===== src/rtl/mips16_pkg.sv =====
`default_nettype none
// ============================================================================
// Module      : mips16_pkg
// Description : Shared encodings and helpers for the MIPS16 EX-stage
//               multiply/divide unit (op codes, FSM states, negate helpers).
// Revision    : 1.0 - initial release
// ============================================================================
package mips16_pkg;

  // Multiply/divide operation encodings carried on the op input
  localparam logic [1:0] MDU_MULTU = 2'b00;
  localparam logic [1:0] MDU_MULT  = 2'b01;
  localparam logic [1:0] MDU_DIVU  = 2'b10;
  localparam logic [1:0] MDU_DIV   = 2'b11;

  // Number of shift-add / restoring iterations per operation
  localparam int MDU_ITER = 16;

  // Operand width the helper functions are built for
  localparam int MDU_W = 16;

  // Sequencer states
  typedef enum logic [1:0] {
    IDLE   = 2'd0,
    CALC   = 2'd1,
    FINISH = 2'd2
  } mdu_state_e;

  // Conditional two's-complement negate of an operand-width value.
  // Also serves as magnitude when en is the operand's sign bit;
  // |0x8000| stays 0x8000, which is correct as an unsigned magnitude.
  function automatic logic [MDU_W-1:0] mdu_cneg(input logic [MDU_W-1:0] v,
                                                input logic             en);
    return en ? (~v + MDU_W'(1)) : v;
  endfunction

  // Conditional two's-complement negate of a double-width product
  function automatic logic [2*MDU_W-1:0] mdu_cneg_wide(input logic [2*MDU_W-1:0] v,
                                                       input logic               en);
    return en ? (~v + (2*MDU_W)'(1)) : v;
  endfunction

endpackage
`default_nettype wire


===== src/rtl/mult_div_unit_16bit.sv =====
`default_nettype none
// ============================================================================
// Module      : mult_div_unit_16bit
// Description : Iterative 16-bit multiply/divide unit with HI/LO registers.
//               MULT/MULTU use shift-add, DIV/DIVU use restoring division.
//               Fixed latency: done pulses 17 cycles after the start edge.
//               result (= res_sel ? hi : lo) feeds in2 of the EX result mux.
// Revision    : 1.0 - initial release
// ============================================================================
module mult_div_unit_16bit
  import mips16_pkg::*;
#(
  parameter int DATA_W = 16,  // must equal MDU_W of the package helpers
  parameter int CNT_W  = 5    // 2**CNT_W must exceed DATA_W
) (
  input  logic              clk,
  input  logic              rst_n,
  input  logic              start,
  input  logic [1:0]        op,
  input  logic [DATA_W-1:0] rs,
  input  logic [DATA_W-1:0] rt,
  input  logic              res_sel,
  output logic              busy,
  output logic              done,
  output logic              dbz,
  output logic [DATA_W-1:0] hi,
  output logic [DATA_W-1:0] lo,
  output logic [DATA_W-1:0] result
);

  // --------------------------------------------------------------------------
  // State and datapath registers
  // --------------------------------------------------------------------------
  mdu_state_e            r_state;
  mdu_state_e            w_state_nxt;
  logic [CNT_W-1:0]      r_cnt;
  logic                  r_is_div;
  logic                  r_sign_a;     // dividend / multiplicand negative (signed ops only)
  logic                  r_sign_b;     // divisor / multiplier negative (signed ops only)
  logic                  r_dbz_pend;   // divisor was zero on a divide
  logic [DATA_W-1:0]     r_mcand;      // multiplicand magnitude, or divisor magnitude
  logic [DATA_W-1:0]     r_mplier;     // multiplier magnitude, shifted right each step
  logic [2*DATA_W-1:0]   r_acc;        // product accumulator, or {remainder, quotient}

  // --------------------------------------------------------------------------
  // Operand conditioning at start
  // --------------------------------------------------------------------------
  logic              w_is_div;
  logic              w_sign_a;
  logic              w_sign_b;
  logic [DATA_W-1:0] w_rs_mag;
  logic [DATA_W-1:0] w_rt_mag;

  assign w_is_div = (op == MDU_DIVU) || (op == MDU_DIV);
  assign w_sign_a = op[0] & rs[DATA_W-1];
  assign w_sign_b = op[0] & rt[DATA_W-1];
  assign w_rs_mag = mdu_cneg(rs, w_sign_a);
  assign w_rt_mag = mdu_cneg(rt, w_sign_b);

  // --------------------------------------------------------------------------
  // One multiply step: add multiplicand into the upper half when the current
  // multiplier LSB is set, then shift the carry-extended accumulator right.
  // --------------------------------------------------------------------------
  logic [DATA_W:0]     w_mul_sum;
  logic [2*DATA_W-1:0] w_mul_next;

  assign w_mul_sum  = {1'b0, r_acc[2*DATA_W-1:DATA_W]}
                    + (r_mplier[0] ? {1'b0, r_mcand} : {(DATA_W+1){1'b0}});
  assign w_mul_next = {w_mul_sum, r_acc[DATA_W-1:1]};

  // --------------------------------------------------------------------------
  // One restoring-divide step: shift {rem, quot} left, trial-subtract the
  // divisor from the widened remainder, keep it when no borrow occurs.
  // The remainder is always below the divisor, so a non-negative trial
  // result fits in DATA_W bits and the top bit acts as the borrow flag.
  // --------------------------------------------------------------------------
  logic [2*DATA_W:0]   w_div_pair;
  logic [DATA_W:0]     w_div_trial;
  logic [2*DATA_W-1:0] w_div_next;

  assign w_div_pair  = {r_acc, 1'b0};
  assign w_div_trial = w_div_pair[2*DATA_W:DATA_W] - {1'b0, r_mcand};
  assign w_div_next  = w_div_trial[DATA_W]
                     ? w_div_pair[2*DATA_W-1:0]
                     : {w_div_trial[DATA_W-1:0], w_div_pair[DATA_W-1:1], 1'b1};

  // --------------------------------------------------------------------------
  // Sign fix-up applied in FINISH
  // --------------------------------------------------------------------------
  logic [2*DATA_W-1:0] w_prod;
  logic [DATA_W-1:0]   w_quot;
  logic [DATA_W-1:0]   w_rem;

  assign w_prod = mdu_cneg_wide(r_acc, r_sign_a ^ r_sign_b);
  assign w_quot = mdu_cneg(r_acc[DATA_W-1:0], r_sign_a ^ r_sign_b);
  assign w_rem  = mdu_cneg(r_acc[2*DATA_W-1:DATA_W], r_sign_a);

  // Read port for MFHI/MFLO; shows the held value even while busy
  assign result = res_sel ? hi : lo;

  // State register
  always_ff @(posedge clk or negedge rst_n) begin
    if (!rst_n) begin
      r_state <= IDLE;
    end else begin
      r_state <= w_state_nxt;
    end
  end

  // Next-state logic: IDLE -> CALC -> FINISH -> IDLE
  always_comb begin
    w_state_nxt = r_state;
    unique case (r_state)
      IDLE:    if (start) w_state_nxt = CALC;
      CALC:    if (r_cnt == CNT_W'(MDU_ITER - 1)) w_state_nxt = FINISH;
      FINISH:  w_state_nxt = IDLE;
      default: w_state_nxt = IDLE;
    endcase
  end

  // Datapath, iteration counter and status outputs
  always_ff @(posedge clk or negedge rst_n) begin
    if (!rst_n) begin
      r_cnt      <= '0;
      r_is_div   <= 1'b0;
      r_sign_a   <= 1'b0;
      r_sign_b   <= 1'b0;
      r_dbz_pend <= 1'b0;
      r_mcand    <= '0;
      r_mplier   <= '0;
      r_acc      <= '0;
      busy       <= 1'b0;
      done       <= 1'b0;
      dbz        <= 1'b0;
      hi         <= '0;
      lo         <= '0;
    end else begin
      done <= 1'b0;
      dbz  <= 1'b0;
      unique case (r_state)
        IDLE: begin
          if (start) begin
            r_cnt      <= '0;
            r_is_div   <= w_is_div;
            r_sign_a   <= w_sign_a;
            r_sign_b   <= w_sign_b;
            r_dbz_pend <= w_is_div && (rt == '0);
            r_mcand    <= w_is_div ? w_rt_mag : w_rs_mag;
            r_mplier   <= w_rt_mag;
            // Divide seeds the quotient half with the dividend; multiply
            // starts from an empty accumulator.
            r_acc      <= w_is_div ? {{DATA_W{1'b0}}, w_rs_mag} : '0;
            busy       <= 1'b1;
          end
        end
        CALC: begin
          r_acc    <= r_is_div ? w_div_next : w_mul_next;
          r_mplier <= r_mplier >> 1;
          r_cnt    <= r_cnt + CNT_W'(1);
        end
        FINISH: begin
          if (r_is_div) begin
            // A zero divisor leaves the dividend magnitude in the remainder,
            // so the sign fix-up restores the original rs for hi.
            hi <= w_rem;
            lo <= r_dbz_pend ? {DATA_W{1'b1}} : w_quot;
          end else begin
            hi <= w_prod[2*DATA_W-1:DATA_W];
            lo <= w_prod[DATA_W-1:0];
          end
          dbz  <= r_dbz_pend;
          done <= 1'b1;
          busy <= 1'b0;
        end
        default: begin
          busy <= 1'b0;
        end
      endcase
    end
  end

endmodule
`default_nettype wire

===== config.mk =====
export PLATFORM = sky130hd
export DESIGN_NAME = mult_div_unit_16bit
export DESIGN_NICKNAME = d
export VERILOG_FILES = /design/src/rtl/mips16_pkg.sv /design/src/rtl/mult_div_unit_16bit.sv
export SDC_FILE = /design/constraint.sdc
export NUM_CORES = 1
export LEC_CHECK = 0
export CELL_PAD_IN_SITES_DETAIL_PLACEMENT = 1
export CELL_PAD_IN_SITES_GLOBAL_PLACEMENT = 1
export CORE_MARGIN = 2
export CORE_UTILIZATION = 41
export CTS_CLUSTER_SIZE = 8
export DETAILED_ROUTE_END_ITERATION = 7
export GPL_TIMING_DRIVEN = 0
export PLACE_DENSITY_LB_ADDON = 0.1
export SETUP_SLACK_MARGIN = 0.1
export SLEW_MARGIN = 25
export SYNTH_ARGS = -nofsm -noshare
export SYNTH_HDL_FRONTEND = slang
export SYNTH_SLANG_ARGS = --single-unit
export TNS_END_PERCENT = 20

===== constraint.sdc =====
create_clock -name clk -period 5.05 [get_ports clk]
set_input_delay 1.2625 -clock clk [delete_from_list [all_inputs] [get_ports clk]]
set_output_delay 1.2625 -clock clk [all_outputs]
set_load 0.05 [all_outputs]

# After elaboration in Yosys (flattened, before gate mapping)
# Index checks and enable logic that the tools add are counted.
[totals]
register_bits = 110
latchBits = 0
ram_bits = 0
rom_bits = 0
input_bits = 38
out_inout_bits = 51
memories = 0
[op_classes]
n_addsub = 8
n_mul = 0
div_mod_pow = 0
magnitude_cmp = 0
n_eq_ne = 7
n_shift = 0
mux = 27
bitwise = 9
n_reduce_logical = 9
[ops]
columns = ["operator", "count"]
rows = [
  ["two-way mux 16 bit", 12],
  ["two-way mux 32 bit", 4],
  ["adder 16 x 1 -> 16 bit, second input constant", 4],
  ["inverter 16 bit", 4],
  ["case mux 32 bit (2 select lines)", 1],
  ["adder 32 x 1 -> 32 bit, second input constant", 1],
  ["inverter 32 bit", 1],
  ["case mux 16 bit (2 select lines)", 1],
  ["adder 16 x 16 -> 17 bit", 1],
  ["subtractor 17 x 16 -> 17 bit", 1],
  ["zero test 16 bit", 1],
  ["case mux 5 bit (2 select lines)", 1],
  ["AND reduction 2 bit", 4],
  ["equality test 2 bit, second input constant", 3],
  ["adder 5 x 1 -> 5 bit, second input constant", 1],
  ["equality test 5 x 4 -> 1 bit, second input constant", 1],
  ["two-way mux 5 bit", 1],
  ["two-way mux 2 bit", 2],
  ["!= test 2 bit, second input constant", 2],
  ["case mux 2 bit (2 select lines)", 1],
  ["two-way mux 1 bit", 3],
  ["bitwise AND 1 bit", 2],
  ["equality test 2 x 1 -> 1 bit, second input constant", 1],
  ["zero test 2 bit", 1],
  ["other kinds (6)", 6],
]

# Longest topological paths before layout
# Gate-level depths: netlist of run 1.
[depth]
depth_word = 6
ltp_mapped = 13

# Least setup slack after synthesis of run 1
# No wires, ideal clock.
[synth_timing]
path_kind = "input-to-output"
from = "input res_sel"
to = "output result[10]"
t_arrival_ns = 2.361
required_ns = 3.788
path_slack_ns = 1.426
cell_stages = 3
path_buffers = 2
cell_sequence = "clkbuf_1 clkbuf_1 mux2_2"
[synth_via]
elab_chain_cells = 1
[synth_rtl]
columns = ["item", "line", "source"]
rows = [
  ["start, declared", "mult_div_unit_16bit.sv:22", "input logic res_sel,"],
  ["two-way mux 16 bit", "mult_div_unit_16bit.sv:99", "assign result = res_sel ? hi : lo;"],
  ["end, declared", "mult_div_unit_16bit.sv:28", "output logic [DATA_W-1:0] result"],
]
# No other way between the ends.

# Worst setup path in the final report of run 1
[layout_timing]
from = "input res_sel"
to = "output result[9]"
# The elaborated chain is that of the path after synthesis.

==> flow_summary.toml, run 1 <==
[global_route]
met2_usage = 0.4669
antenna_found_initial = 0
gr-total-overflow = 0
grt.busiest_layer = "met2"
grt_pass1_vias = 7747
grt_pass1_wl_mm = 43.14
met1_usage = 0.3660
grt_use_total = 0.2716
grt_use_met3 = 0.03444
grt_max_degree = 65

[timing]
maxSlewViolCount = 0
fin_worst_skew_ns = 0.008721
tightestPinTransition_ns = 0.9773
max_slew_margin = 0.3472
whs_ns = 0.4877
rsz0062_at_grt = "false"
finalHoldViolCount = 0
period_needed_ns = 4.444
fin_ws_ns = 0.6059
clock.fmax_ghz = 0.2250
setup_viol = 0
min_period_over_period = 0.8800

[place]
place.gp.congestion = 0.9001
place_area_um2 = 9326
place_ws_ns = 0.6125
hpwlAfterDp_mm = 21.79
placed_cells = 1318
numPortBuffers = 87

[power]
p_total_mw = 7.502
p_per_area_nw_per_um2 = 780.6
p_leak_nw = 4.035
peakVddDrop_uv = 292.2

[route]
routed-via-count = 7667
first_pass_iters = 4
wl_mm = 27.68
wl_per_cell_um = 20.75
avgViaCountPerCell = 5.747
drt-initial-drc-count = 336
route.detailed.drc = 0
ant_nets = 0

[clock_network]
clkSlewWorstSetupHoldPaths_ns = 0.08
post_cts.repair.setup_buffers = 0
cts_buffers = 9
cts_sinks = 110
cts_tree = "yes"
worst_skew_pair.late_latency_ns = 0.36
clock_path_buffers = 2
cts.repair.resized = 0
ctsHoldBuffers = 0
root_buffer = "clkbuf_16"
h-tree-depth = 3

[setup_path]
worstPathCellList = "clkbuf_1 -> clkbuf_1 -> mux2_2 -> clkdlybuf4s50_1"
critPathCaptureType = "primary output"
worstPathMaxFanout = 10
worstPathArrival_ns = 3.18
critPathRequiredTime_ns = 3.79
crit_top_cell = "clkbuf_1"
crit_type = "input port to primary output"
cp_top_family = "buffers and inverters"
cp_num_buf_inv = 3
cp-start-kind = "input port"
slowest_delay_ns = 0.70
cp_slowest_cell = "clkdlybuf4s50_1"

[die]
die_h_um = 144.5
pin_count = 89
rows = 51
die_x_um = 144.5
core-area_um2 = 19400
start_util = 0.4173
die_area_um2 = 20880

[logic_synthesis]
syn_avg_cell_area_um2 = 8.389
yosysTopAreaCellShare = 0.3400
synthesis.area_um2 = 8095
synth_cell_types = 61
synth_edf_count = 0
ys.flop_type = "dfrtp_1"
synth_common_cells = "dfrtp_1 (110), o21ai_0 (102), nor2_1 (86), a21oi_1 (84), nand2_1 (81)"
ys_seq_area_frac = 0.3400
yosysMostFrequentCell = "dfrtp_1"
synth_top_cell_by_area = "dfrtp_1"
async_flop_share = 1.000
synth_area_leaders = "dfrtp_1 (34%), o21ai_0 (6.3%), ha_1 (5.9%)"
synth_fp_nets = 1043
synth-seq-cells = 110
synthCells = 965
synth-warning-count = 0

[final_layout]
final_cell_area_um2 = 9612
fillers = 2399
diodes = 0
areaGrowthSynthToFinish_pct = 18.73
instances_no_fill = 1334
layout.nets = 1142
drive_above_1_share = 0.04397

[flow_run]
drv_cap = 0

[outcome]
status = "finished, final reports clean"

[hold_path]
hold_class = "flip-flop to flip-flop"
## worst paths after layout
path	slack (ns)	cells after the start	startpoint	endpoint
min in group asynchronous	0.82	1	rst_n	r_mplier[3]
setup / recovery	0.61	4	res_sel	result[9]
hold / removal	0.49	2	r_mplier[3]	r_mplier[3]
setup reg to reg	1.40	13	r_mplier[0]	r_acc[25]
max in group asynchronous	3.49	2	rst_n	hi[15]
hold reg to reg	0.49	2	r_mplier[3]	r_mplier[3]
## metrics by stage
stage	setup TNS, ns	utilization
finish	0	0.4955
global route	0	0.4955
CTS	0	0.4955
detailed placement	0	0.4808
global placement	-198.28	0.4793
floorplan	0	-
## registers in the layout (all words and copies together), names as in the netlist, 2 cells and up
signal / count
hi: 16
r_mcand: 16
r_acc: 32
r_cnt: 5
r_mplier: 16
lo: 16
r_state: 2
## layer usage
| layer | share of wire | wire, µm |
|---|---|---|
| met4 | 0.016 | 452 |
| met1 | 0.46 | 12770 |
| met3 | 0.030 | 826 |
| met5 | 0 | 0 |
| met2 | 0.49 | 13630 |
## power by group
| part | total (mW) | internal [mW] | leakage [nW] | switching, mW |
|---|---|---|---|---|
| Combinational | 5.02 | 1.92 | 2.53 | 3.10 |
| Clock | 0.715 | 0.355 | 0.142 | 0.360 |
| Sequential | 1.77 | 1.27 | 1.36 | 0.491 |
## logic make-up after synthesis
| kind of cell | Yosys count | synth area share |
|---|---|---|
| AOI/OAI and AO/OA | 309 | 0.2374 |
| xor gates and xnor gates | 76 | 0.08223 |
| adders and majority gates | 40 | 0.06368 |
| buffers and inverters | 94 | 0.04606 |
| DFF | 110 | 0.3400 |
| muxes | 45 | 0.05842 |
| and+or+nand+nor | 291 | 0.1722 |
## worst register-to-register path: stages (launching register included)
cell	delay [ns]
dfrtp_1	0.48
clkbuf_1	0.44
and2_1	0.21
ha_1	0.20
inv_1	0.07
fa_1	0.40
nor2b_1	0.16
o21a_1	0.15
o21ai_1	0.10
a211oi_1	0.57
o31ai_1	0.18
xor2_1	0.17
o21ai_0	0.09
a311o_1	0.34
## cells in the final DEF, fill, tap and decap left out, drive strengths merged, types with 6 or more instances in the layout
| master | count |
|---|---|
| nand2 | 81 |
| dfrtp | 110 |
| mux2 | 18 |
| xnor2 | 50 |
| o31ai | 6 |
| ha | 38 |
| a211oi | 8 |
| a21oi | 85 |
| nor4 | 8 |
| nor3 | 21 |
| o21ai | 105 |
| nor2 | 86 |
| clkdlybuf4s50 | 86 |
| clkinv | 6 |
| nand2b | 14 |
| xor2 | 26 |
| a221oi | 15 |
| and3 | 9 |
| mux2i | 27 |
| and2 | 22 |
| a22oi | 19 |
| buf | 18 |
| nand3 | 7 |
| clkbuf | 47 |
| inv | 41 |
| a21o | 8 |
| nor2b | 14 |
| o21a | 10 |
| a31oi | 8 |
| o211ai | 8 |
| or3 | 13 |
## final cells by class
class                           count  area (µm²)  area share
Clock inverter                      5       42.54    0.004426
Sequential cell                   110        2753      0.2864
Tap cell                          265       331.6     0.03450
Multi-Input combinational cell    761        4970      0.5171
Inverter                           42       157.7     0.01640
Timing Repair Buffer               88       899.6     0.09360
Clock buffer                       11       242.7     0.02525
Buffer                             52       215.2     0.02239
(Power assumes the default switching activity.)
==> run 2: changes to the inputs <==
SLEW_MARGIN = 20   (was 25)
clock period = 5.35 ns   (was 5.05 ns; I/O delays follow)
==> results of run 2 <==
Same layout as run 1 (identical final DEF). Status: finished, final reports clean.
Main changes from that run: setup slack after placement 0.6125 ns -> 0.7625 ns; setup slack after layout 0.6059 ns -> 0.7559 ns; register-to-register setup slack 1.40 ns -> 1.70 ns; total power 7.502 mW -> 7.082 mW; worst IR drop on VDD 292.2 µV -> 275.8 µV
